===== src/rtl/rv32m_muldiv_unit_pkg.sv =====
// Shared RV32M definitions: funct3 operation codes, operand width and the
// divider iteration payload used between the unit and its step datapath.
package rv32m_muldiv_unit_pkg;

  localparam int unsigned XLEN        = 32;
  localparam int unsigned MD_OP_WIDTH = 3;

  // funct3 encodings of the M-extension, aligned with the ALU op table
  localparam logic [MD_OP_WIDTH-1:0] MD_OP_MUL    = 3'd0;
  localparam logic [MD_OP_WIDTH-1:0] MD_OP_MULH   = 3'd1;
  localparam logic [MD_OP_WIDTH-1:0] MD_OP_MULHSU = 3'd2;
  localparam logic [MD_OP_WIDTH-1:0] MD_OP_MULHU  = 3'd3;
  localparam logic [MD_OP_WIDTH-1:0] MD_OP_DIV    = 3'd4;
  localparam logic [MD_OP_WIDTH-1:0] MD_OP_DIVU   = 3'd5;
  localparam logic [MD_OP_WIDTH-1:0] MD_OP_REM    = 3'd6;
  localparam logic [MD_OP_WIDTH-1:0] MD_OP_REMU   = 3'd7;

  // Partial remainder plus the shift register that starts as the dividend
  // and ends as the quotient
  typedef struct packed {
    logic [XLEN-1:0] rem;
    logic [XLEN-1:0] quo;
  } div_state_t;

  function automatic logic is_div_op(input logic [MD_OP_WIDTH-1:0] op);
    return (op == MD_OP_DIV) || (op == MD_OP_DIVU) ||
           (op == MD_OP_REM) || (op == MD_OP_REMU);
  endfunction

  function automatic logic is_signed_div(input logic [MD_OP_WIDTH-1:0] op);
    return (op == MD_OP_DIV) || (op == MD_OP_REM);
  endfunction

  function automatic logic is_rem_op(input logic [MD_OP_WIDTH-1:0] op);
    return (op == MD_OP_REM) || (op == MD_OP_REMU);
  endfunction

endpackage


===== src/rtl/rv32m_div_step.sv =====
// One combinational restoring-division iteration.
//   i_cur     : current {rem, quo}; quo MSB is the next dividend bit
//   i_divisor : divisor magnitude
//   o_next    : {rem', quo'} with the new quotient bit shifted into quo LSB
module rv32m_div_step
  import rv32m_muldiv_unit_pkg::*;
(
  input  div_state_t      i_cur,
  input  logic [XLEN-1:0] i_divisor,
  output div_state_t      o_next
);

  logic [XLEN:0] shifted;
  logic [XLEN:0] diff;

  // Trial subtract; bit XLEN of the difference is the borrow
  always_comb begin
    shifted = {i_cur.rem, i_cur.quo[XLEN-1]};
    diff    = shifted - {1'b0, i_divisor};
    if (!diff[XLEN]) begin
      o_next.rem = diff[XLEN-1:0];
      o_next.quo = {i_cur.quo[XLEN-2:0], 1'b1};
    end else begin
      o_next.rem = shifted[XLEN-1:0];
      o_next.quo = {i_cur.quo[XLEN-2:0], 1'b0};
    end
  end

endmodule


===== src/rtl/rv32m_muldiv_unit.sv =====
// RV32M multiply/divide execution unit for the EX stage.
//   i_clk, i_rst_n            : clock, async active-low reset
//   i_valid, i_md_op          : M-type instruction present, funct3 operation
//   i_rs1_data, i_rs2_data    : forwarded operands
//   i_flush                   : abandon the operation in flight
//   o_stall                   : combinational hold request for IF/ID/EX
//   o_valid, o_result         : registered one-cycle result pulse
module rv32m_muldiv_unit
  import rv32m_muldiv_unit_pkg::*;
#(
  parameter int unsigned WIDTH = XLEN
) (
  input  logic                   i_clk,
  input  logic                   i_rst_n,
  input  logic                   i_valid,
  input  logic [MD_OP_WIDTH-1:0] i_md_op,
  input  logic [WIDTH-1:0]       i_rs1_data,
  input  logic [WIDTH-1:0]       i_rs2_data,
  input  logic                   i_flush,
  output logic                   o_stall,
  output logic                   o_valid,
  output logic [WIDTH-1:0]       o_result
);

  localparam int unsigned CNT_W  = $clog2(WIDTH);
  localparam int unsigned PROD_W = 2 * (WIDTH + 1);

  typedef enum logic [2:0] {
    S_IDLE,
    S_MUL,
    S_DIV,
    S_FIX,
    S_DONE
  } state_e;

  state_e state_q, state_d;

  logic [MD_OP_WIDTH-1:0] op_q;
  logic [WIDTH-1:0]       opa_q;     // multiplicand, or dividend/quotient shift reg
  logic [WIDTH-1:0]       opb_q;     // multiplier, or divisor magnitude
  logic [WIDTH-1:0]       rem_q;
  logic [CNT_W-1:0]       count_q;
  logic                   neg_quo_q;
  logic                   neg_rem_q;

  // Accept-time decode of the incoming instruction
  logic             accept;
  logic             in_div, in_sdiv, in_rem;
  logic             div_zero, div_ovf, div_special;
  logic [WIDTH-1:0] special_res, rs1_mag, rs2_mag;

  assign accept      = (state_q == S_IDLE) && i_valid && !i_flush;
  assign in_div      = is_div_op(i_md_op);
  assign in_sdiv     = is_signed_div(i_md_op);
  assign in_rem      = is_rem_op(i_md_op);
  assign div_zero    = (i_rs2_data == '0);
  assign div_ovf     = in_sdiv && (i_rs1_data == {1'b1, {(WIDTH-1){1'b0}}}) &&
                       (i_rs2_data == '1);
  assign div_special = in_div && (div_zero || div_ovf);
  assign rs1_mag     = (in_sdiv && i_rs1_data[WIDTH-1]) ? -i_rs1_data : i_rs1_data;
  assign rs2_mag     = (in_sdiv && i_rs2_data[WIDTH-1]) ? -i_rs2_data : i_rs2_data;

  // Divide-by-zero wins over overflow (overflow needs a nonzero divisor anyway)
  always_comb begin
    special_res = '0;
    if (div_zero) special_res = in_rem ? i_rs1_data : '1;
    else          special_res = in_rem ? '0 : {1'b1, {(WIDTH-1){1'b0}}};
  end

  // Single 33x33 signed multiply; the extra bit selects signed/unsigned per operand
  logic                     mul_a_signed, mul_b_signed;
  logic signed [WIDTH:0]    mul_a, mul_b;
  logic signed [PROD_W-1:0] product;
  logic [WIDTH-1:0]         mul_res;
  logic                     unused_prod_hi;

  assign mul_a_signed   = (op_q != MD_OP_MULHU);
  assign mul_b_signed   = (op_q != MD_OP_MULHSU) && (op_q != MD_OP_MULHU);
  assign mul_a          = $signed({mul_a_signed & opa_q[WIDTH-1], opa_q});
  assign mul_b          = $signed({mul_b_signed & opb_q[WIDTH-1], opb_q});
  assign product        = PROD_W'(mul_a) * PROD_W'(mul_b);
  assign mul_res        = (op_q == MD_OP_MUL) ? product[WIDTH-1:0]
                                              : product[2*WIDTH-1:WIDTH];
  assign unused_prod_hi = ^product[PROD_W-1:2*WIDTH];

  // Divider iteration and final sign correction
  div_state_t       step_cur, step_nxt;
  logic [WIDTH-1:0] quo_fix, rem_fix, fix_res;

  assign step_cur.rem = rem_q;
  assign step_cur.quo = opa_q;

  rv32m_div_step u_div_step (
    .i_cur     (step_cur),
    .i_divisor (opb_q),
    .o_next    (step_nxt)
  );

  assign quo_fix = neg_quo_q ? -opa_q : opa_q;
  assign rem_fix = neg_rem_q ? -rem_q : rem_q;
  assign fix_res = is_rem_op(op_q) ? rem_fix : quo_fix;

  // State register
  always_ff @(posedge i_clk or negedge i_rst_n) begin
    if (!i_rst_n) state_q <= S_IDLE;
    else          state_q <= state_d;
  end

  // Next state and stall request
  always_comb begin
    state_d = state_q;
    o_stall = 1'b0;
    unique case (state_q)
      S_IDLE: begin
        o_stall = i_valid & ~o_valid;
        if (accept) begin
          if (!in_div)          state_d = S_MUL;
          else if (div_special) state_d = S_DONE;
          else                  state_d = S_DIV;
        end
      end
      S_MUL: begin
        o_stall = 1'b1;
        state_d = S_DONE;
      end
      S_DIV: begin
        o_stall = 1'b1;
        if (count_q == '0) state_d = S_FIX;
      end
      S_FIX: begin
        o_stall = 1'b1;
        state_d = S_DONE;
      end
      S_DONE:  state_d = S_IDLE;
      default: state_d = S_IDLE;
    endcase
    if (i_flush) state_d = S_IDLE;
    if (!i_rst_n) o_stall = 1'b0;
  end

  // Operand latching, divider iteration and registered result
  always_ff @(posedge i_clk or negedge i_rst_n) begin
    if (!i_rst_n) begin
      op_q      <= '0;
      opa_q     <= '0;
      opb_q     <= '0;
      rem_q     <= '0;
      count_q   <= '0;
      neg_quo_q <= 1'b0;
      neg_rem_q <= 1'b0;
      o_valid   <= 1'b0;
      o_result  <= '0;
    end else begin
      o_valid <= (state_d == S_DONE);
      if (accept) begin
        op_q <= i_md_op;
        if (in_div) begin
          opa_q     <= rs1_mag;
          opb_q     <= rs2_mag;
          rem_q     <= '0;
          count_q   <= CNT_W'(WIDTH - 1);
          neg_quo_q <= in_sdiv & (i_rs1_data[WIDTH-1] ^ i_rs2_data[WIDTH-1]);
          neg_rem_q <= in_sdiv & i_rs1_data[WIDTH-1];
          if (div_special) o_result <= special_res;
        end else begin
          opa_q <= i_rs1_data;
          opb_q <= i_rs2_data;
        end
      end
      unique case (state_q)
        S_MUL: if (state_d == S_DONE) o_result <= mul_res;
        S_DIV: begin
          rem_q <= step_nxt.rem;
          opa_q <= step_nxt.quo;
          if (count_q != '0) count_q <= count_q - CNT_W'(1);
        end
        S_FIX: if (state_d == S_DONE) o_result <= fix_res;
        default: ;
      endcase
    end
  end

endmodule


===== config.mk =====
export PLATFORM = sky130hd
export DESIGN_NAME = rv32m_muldiv_unit
export DESIGN_NICKNAME = d
export VERILOG_FILES = /design/src/rtl/rv32m_muldiv_unit_pkg.sv /design/src/rtl/rv32m_div_step.sv /design/src/rtl/rv32m_muldiv_unit.sv
export SDC_FILE = /design/constraint.sdc
export NUM_CORES = 2
export LEC_CHECK = 0
export CORE_MARGIN = 2
export CORE_UTILIZATION = 68
export DETAILED_ROUTE_END_ITERATION = 10
export DONT_BUFFER_PORTS = 1
export PLACE_DENSITY = 0.93
export SKIP_CTS_REPAIR_TIMING = 1
export SYNTH_ARGS = -nofsm -noshare
export SYNTH_HDL_FRONTEND = slang
export SYNTH_SLANG_ARGS = --single-unit

===== constraint.sdc =====
create_clock -name i_clk -period 9.6 [get_ports i_clk]
set_input_delay 2.88 -clock i_clk [delete_from_list [all_inputs] [get_ports i_clk]]
set_output_delay 2.88 -clock i_clk [all_outputs]
set_load 0.02 [all_outputs]

Word level (Yosys, flattened, before mapping)
Cells that the tools add are included.

Add/subtract/negate cells: 6. Multipliers: 1. Equality and inequality tests: 14. Muxes and demuxes: 35. Bitwise operators: 7. Reduce and logical (&&, ||, !) cells: 27.

Operator list (count): $mux W32 (21); $neg A32 Y32 (4); $eq A32 B32 Y1 const B (2); $mul A33 B33 Y64 (1); $mux W64 (1); $pmux W32 S2 (1); $sub A33 B32 Y33 (1); $logic_not A32 Y1 (1); $eq A3 B3 Y1 const B (7); $mux W5 (4); $mux W3 (5); $pmux W3 S3 (1); $logic_and A1 B1 Y1 (8); $logic_or A1 B1 Y1 (7); $eq A3 B2 Y1 const B (2); $logic_not A3 Y1 (2); $ne A3 B2 Y1 const B (2); $and A1 B1 Y1 (5); $logic_not A5 Y1 (1); $reduce_bool A5 Y1 (1); $sub A5 B1 Y5 const B (1); $reduce_and A2 Y1 (2); $reduce_bool A2 Y1 (2); $eq A3 B1 Y1 const B (1); other kinds (7) (7).

Flip-flop bits (word level): 142. Input bits: 71. Output and inout port bits: 34. Word-level logic and storage cells: 100.

Depth between registers and ports, before layout
Depth after elaboration: 14. Mapped depth: 31. Mapped depth without buffers: 29.

Modules after synthesis
From an unflattened synthesis, not the netlist that was laid out.

Cell total of the unflattened synthesis: 5814. Area total of the unflattened synthesis: 50234.4 um2.

Modules (own cells, without submodules): rv32m_muldiv_unit (times used 1, cells each 5478, area an instance 47643.2 um2, seq. area each 3553.4 um2); rv32m_div_step (times used 1, cells each 336, area an instance 2591.2 um2, seq. area each 0.0 um2).

Least setup slack after synthesis
Ideal clock, no wire load.

Path type: reg-to-reg. From: reg op_q[1]. To: reg o_result[27]. Library setup time: 86 ps. Arrival time: 7883 ps. Data required time: 9514 ps. Slack: 1631 ps. Stages on the path, launching flop included: 28. Path buffers: 2. Period minus slack after synthesis: 7969 ps. Cell sequence: dfrtp_1 nor2b_1 a21oi_1 clkbuf_1 nand2_1 inv_1 fa_1 fa_1 fa_1 inv_1 fa_1 fa_1 fa_1 fa_1 fa_1 inv_1 ha_1 clkbuf_1 nand2_1 o21ai_0 a211oi_1 o31ai_1 o21ai_0 a31oi_2 a2111oi_0 a41o_1 o31a_1 nor3_1.

Longest elaborated chain between the ends: 7. Elaborated cells between the ends (all ways): 15. Classes of those cells: mul: 1; eq/ne: 4; mux: 5; bitwise: 2; reduce/logical: 3.

Ends and longest elaborated chain: start, declared (RTL line rv32m_muldiv_unit.sv:38) `logic [MD_OP_WIDTH-1:0] op_q;`; start signal, assigned (RTL line rv32m_muldiv_unit.sv:156) `op_q <= i_md_op;`; $ne A3 B2 Y1 (on tied branches) (RTL line rv32m_muldiv_unit.sv:78, rv32m_muldiv_unit.sv:77); $logic_and A1 B1 Y1 (RTL line rv32m_muldiv_unit.sv:78) `assign mul_b_signed = (op_q != MD_OP_MULHSU) && (op_q != MD_OP_MULHU);`; $and A1 B1 Y1 (RTL line rv32m_muldiv_unit.sv:80) `assign mul_b = $signed({mul_b_signed & opb_q[WIDTH-1], opb_q});`; $mul A33 B33 Y64 (RTL line rv32m_muldiv_unit.sv:81) `assign product = PROD_W'(mul_a) * PROD_W'(mul_b);`; $mux W32 (RTL line rv32m_muldiv_unit.sv:82) `assign mul_res = (op_q == MD_OP_MUL) ? product[WIDTH-1:0]`; $mux W32 (RTL line rv32m_muldiv_unit.sv:171) `S_MUL: if (state_d == S_DONE) o_result <= mul_res;`; $pmux W32 S2 * (RTL line rv32m_muldiv_unit.sv:170) `unique case (state_q)`; end signal, assigned (RTL line rv32m_muldiv_unit.sv:164) `if (div_special) o_result <= special_res;`; end signal, assigned (RTL line rv32m_muldiv_unit.sv:171); end signal, assigned (RTL line rv32m_muldiv_unit.sv:177) `S_FIX: if (state_d == S_DONE) o_result <= fix_res;`; end, declared (RTL line rv32m_muldiv_unit.sv:22) `output logic [WIDTH-1:0] o_result`.

Mark *: on every way between the ends. The rest lies on a longest branch, timed or not. A chain may end at the register's enable or synchronous reset.

Worst setup path in the final report
From: reg op_q[1]. To: reg o_result[21].

Same word-level chain as after synthesis.

==> metrics.md <==
| Metric | Value |
|---|---|
| Outcome | `complete, but fails checks` |
| Reg area | `3550 um2` |
| Seq/Total Area, Yosys | `7.27%` |
| Syn Area/Cell | `8.78 um2` |
| FP Rows | `98` |
| Post-synth cell types | `93` |
| Routed len/inst | `25.0 um` |
| CP Capture Type | `flip-flop` |
| Initial Utilization | `68.5%` |
| Most frequent CP cell | `fa_1` |
| HP Class | `flip-flop to flip-flop` |
| Max Slew Vio Count | `0` |
| CTS tree | `done` |
| Yosys Warn Count | `0` |
| Peak Freq | `109 MHz` |
| Vias | `41400` |
| Number of synthesized register bits | `142` |
| GPL Wtd Cong | `1.05` |
| Final period utilization | `95.5%` |
| Final hold violations | `0` |
| Tightest Pin Transition | `1490 ps` |
| Area grow syn2layout | `3.09%` |
| Critical Path Max Stage Delay | `950 ps` |
| All-Layer GR Usage | `44.7%` |
| Crit path kind | `flip-flop to flip-flop` |
| RSZ-0062 raised after global routing | `no` |
| Required time of the critical path | `9890 ps` |
| Final WL | `159 mm` |
| H-tree Lvls | `4` |
| DRT met1 WL | `49.1 mm` |
| Final-layout fill cell count | `4931` |
| Die area | `74100 um2` |
| Final min period | `9170 ps` |
| CP max FO | `31` |
| Routed wl met3 | `22.8 mm` |
| Area occupied by multi-input gates | `39800 um2` |
| DIE WIDTH | `272 um` |
| Crit path cell chain | `nor2b_2, a21oi_2, buf_4, nand2_1, inv_1, fa_1, fa_1, fa_1, fa_1, clkinvlp_4, fa_1, fa_1, fa_1, fa_1, inv_1, ha_1, nand4_1, nand2b_1, nor3_1, o211ai_1, nand2_1, xor2_1, a211oi_1, a311oi_1` |
| Worst-path clk slew | `80 ps` |
| Clk sinks | `142` |
| Skew final | `19.9 ps` |
| Crit path max-delay family | `adder cells` |
| Failing checks | `max-capacitance violations` |
| Setup ws final | `430 ps` |
| Endpoints failing setup | `0` |
| Max Root-Sink Buffers | `2` |
| Max_slew headroom | `0.406%` |
| Share of post-route cells with drive strength above 1 | `3.80%` |
| Syn Nets | `7020` |
| Netlist Area Pre-Place | `48900 um2` |
| Buffers and inverters on the worst path | `4` |
| Startpoint types | `flip-flop` |
| Slowest-stage cell, CP | `fa_1` |
| Vias per cell | `6.52` |
| Placeable Area | `71400 um2` |
| First-pass GRT wire length | `249 mm` |
| # DRC | `0` |
| Chip Height | `272 um` |
| Max_cap viols | `1` |
| Initial drt markers | `5115` |
| Ys async rst share | `100%` |
| Detail Route met2 WL | `70.4 mm` |
| Uppermost layer routed | `met5` |
| Port Buf Inserts | `0` |
| Total grt overflow | `0` |
| Synth Flop Type | `dfrtp_1` |
| Worst Path Arrival | `9460 ps` |
| CTS Root Cell | `clkbuf_16` |
| Inserted Clock Buffers | `17` |
| Synthesized instance count | `5572` |
| Worst slack, placed | `539 ps` |
| Antenna viol nets, final | `0` |
| Largest net degree at the start of global routing | `144` |
| Vias in the first global route | `45200` |
| Initial antenna violation count | `11` |
| Skew-Pair Late Insertion Delay | `470 ps` |
| Post-synth EDFFs | `0` |
| TritonRoute pass-1 iters | `10` |
| I/O Pins | `105` |
| Nets | `6828` |
| Dpl hpwl | `128 mm` |
| Post-route setup TNS | `0 ps` |
-- flip-flops by register name, summed over array words and instances (netlist names) --
name	cells
state_q	3
opb_q	32
count_q	5
neg_rem_q	1
neg_quo_q	1
rem_q	32
op_q	3
o_valid	1
o_result	32
opa_q	32
-- through the flow --
stage	utilization, %	instances	hold slack, ps	instance area [um2]
after floorplan	-	5572	460	48900
after detailed placement	69.7	6309	494	49800
final	70.6	6354	524	50400
after global placement	69.7	6309	480	49800
after global routing	70.6	6343	552	50400
after CTS	70.6	6341	517	50400
-- worst min-delay path: stages, from the launching register on --
cell and delay (ps):
dfrtp_1 370, o31ai_1 70, nand2_1 50
-- synthesized netlist by cell type, types with 9 or more instances --
master | instances | area [um2]
nor2_1 | 171 | 642
o21ai_0 | 188 | 941
or4_1 | 19 | 143
and2_1 | 283 | 1770
o211ai_1 | 13 | 97.6
nor3_1 | 43 | 215
a21oi_1 | 154 | 771
o21ai_1 | 38 | 190
dfrtp_1 | 142 | 3550
and3_1 | 19 | 119
o22ai_1 | 11 | 68.8
nand3_1 | 33 | 165
nand2_1 | 950 | 3570
buf_2 | 9 | 45.0
xnor2_1 | 121 | 1060
fa_1 | 1126 | 22500
clkbuf_1 | 280 | 1050
nor2b_1 | 13 | 81.3
or3_1 | 26 | 163
nand4_1 | 22 | 138
xor2_1 | 90 | 788
o41ai_1 | 12 | 105
a22oi_1 | 32 | 240
buf_1 | 47 | 176
a211oi_1 | 23 | 173
o31ai_1 | 36 | 270
a31oi_1 | 15 | 93.8
ha_1 | 251 | 3140
a221oi_1 | 12 | 105
a21o_1 | 37 | 278
nand2b_1 | 22 | 138
nor4_1 | 10 | 62.6
o21a_1 | 13 | 97.6
inv_1 | 1143 | 4290
o21bai_1 | 11 | 82.6
mux2i_1 | 31 | 310
-- layer usage --
| layer | vias to the layer above | GRT usage, % |
|---|---|---|
| li1 | 16500 | - |
| met1 | 20200 | 51.3 |
| met2 | 3519 | 68.3 |
| met3 | 1212 | 14.9 |
| met4 | 6 | 36.8 |
| met5 | - | 0.513 |
-- path summary, 6_finish.rpt --
path	startpoint	to	slack, ps	cells after the start
max	op_q[1]$_DFFE_PN0P_	o_result[21]$_DFF_PN0_	430	24
min	count_q[4]$_DFF_PN0_	count_q[4]$_DFF_PN0_	520	2
max reg2reg	op_q[1]$_DFFE_PN0P_	o_result[21]$_DFF_PN0_	430	24
min reg2reg	count_q[4]$_DFF_PN0_	count_q[4]$_DFF_PN0_	520	2
max in group asynchronous	i_rst_n	opb_q[12]$_DFFE_PN0P_	7280	0
min in group asynchronous	i_rst_n	rem_q[29]$_DFFE_PN0P_	2100	0
-- cells by family after synthesis --
group,count (synthesis),synth area share [%]
multiplexers,32,0.657
AO/OA/AOI/OAI,674,8.76
flip-flops,142,7.27
XOR/XNOR,211,3.78
buffers and inverters,1486,11.6
AND/OR/NAND/NOR,1650,15.5
adder cells (fa/ha/maj),1377,52.5
-- layout make-up --
cell class / instances / share of cell area, %
timing repair buffer: 131 / 1.98
clock inverter: 15 / 0.347
sequential: 142 / 7.05
multi-input combinational: 3944 / 78.8
antenna: 11 / 0.0546
clock buffer: 17 / 0.844
tap: 950 / 2.36
inverter: 1144 / 8.52
-- cell usage in the layout (no fill, tap or decap), drive strengths merged, types with 31 or more instances in the layout --
cell type  count
nand3         33
nand2        950
a21o          37
xnor2        121
mux2i         31
nor3          46
buf          131
ha           251
and2         284
a22oi         32
inv         1150
fa          1126
xor2          90
a21oi        154
o31ai         38
o21ai        227
dfrtp        142
nor2         172
Power is not shown: default switching activity piles up to over one toggle a cycle in this logic, so the estimate is an artifact.
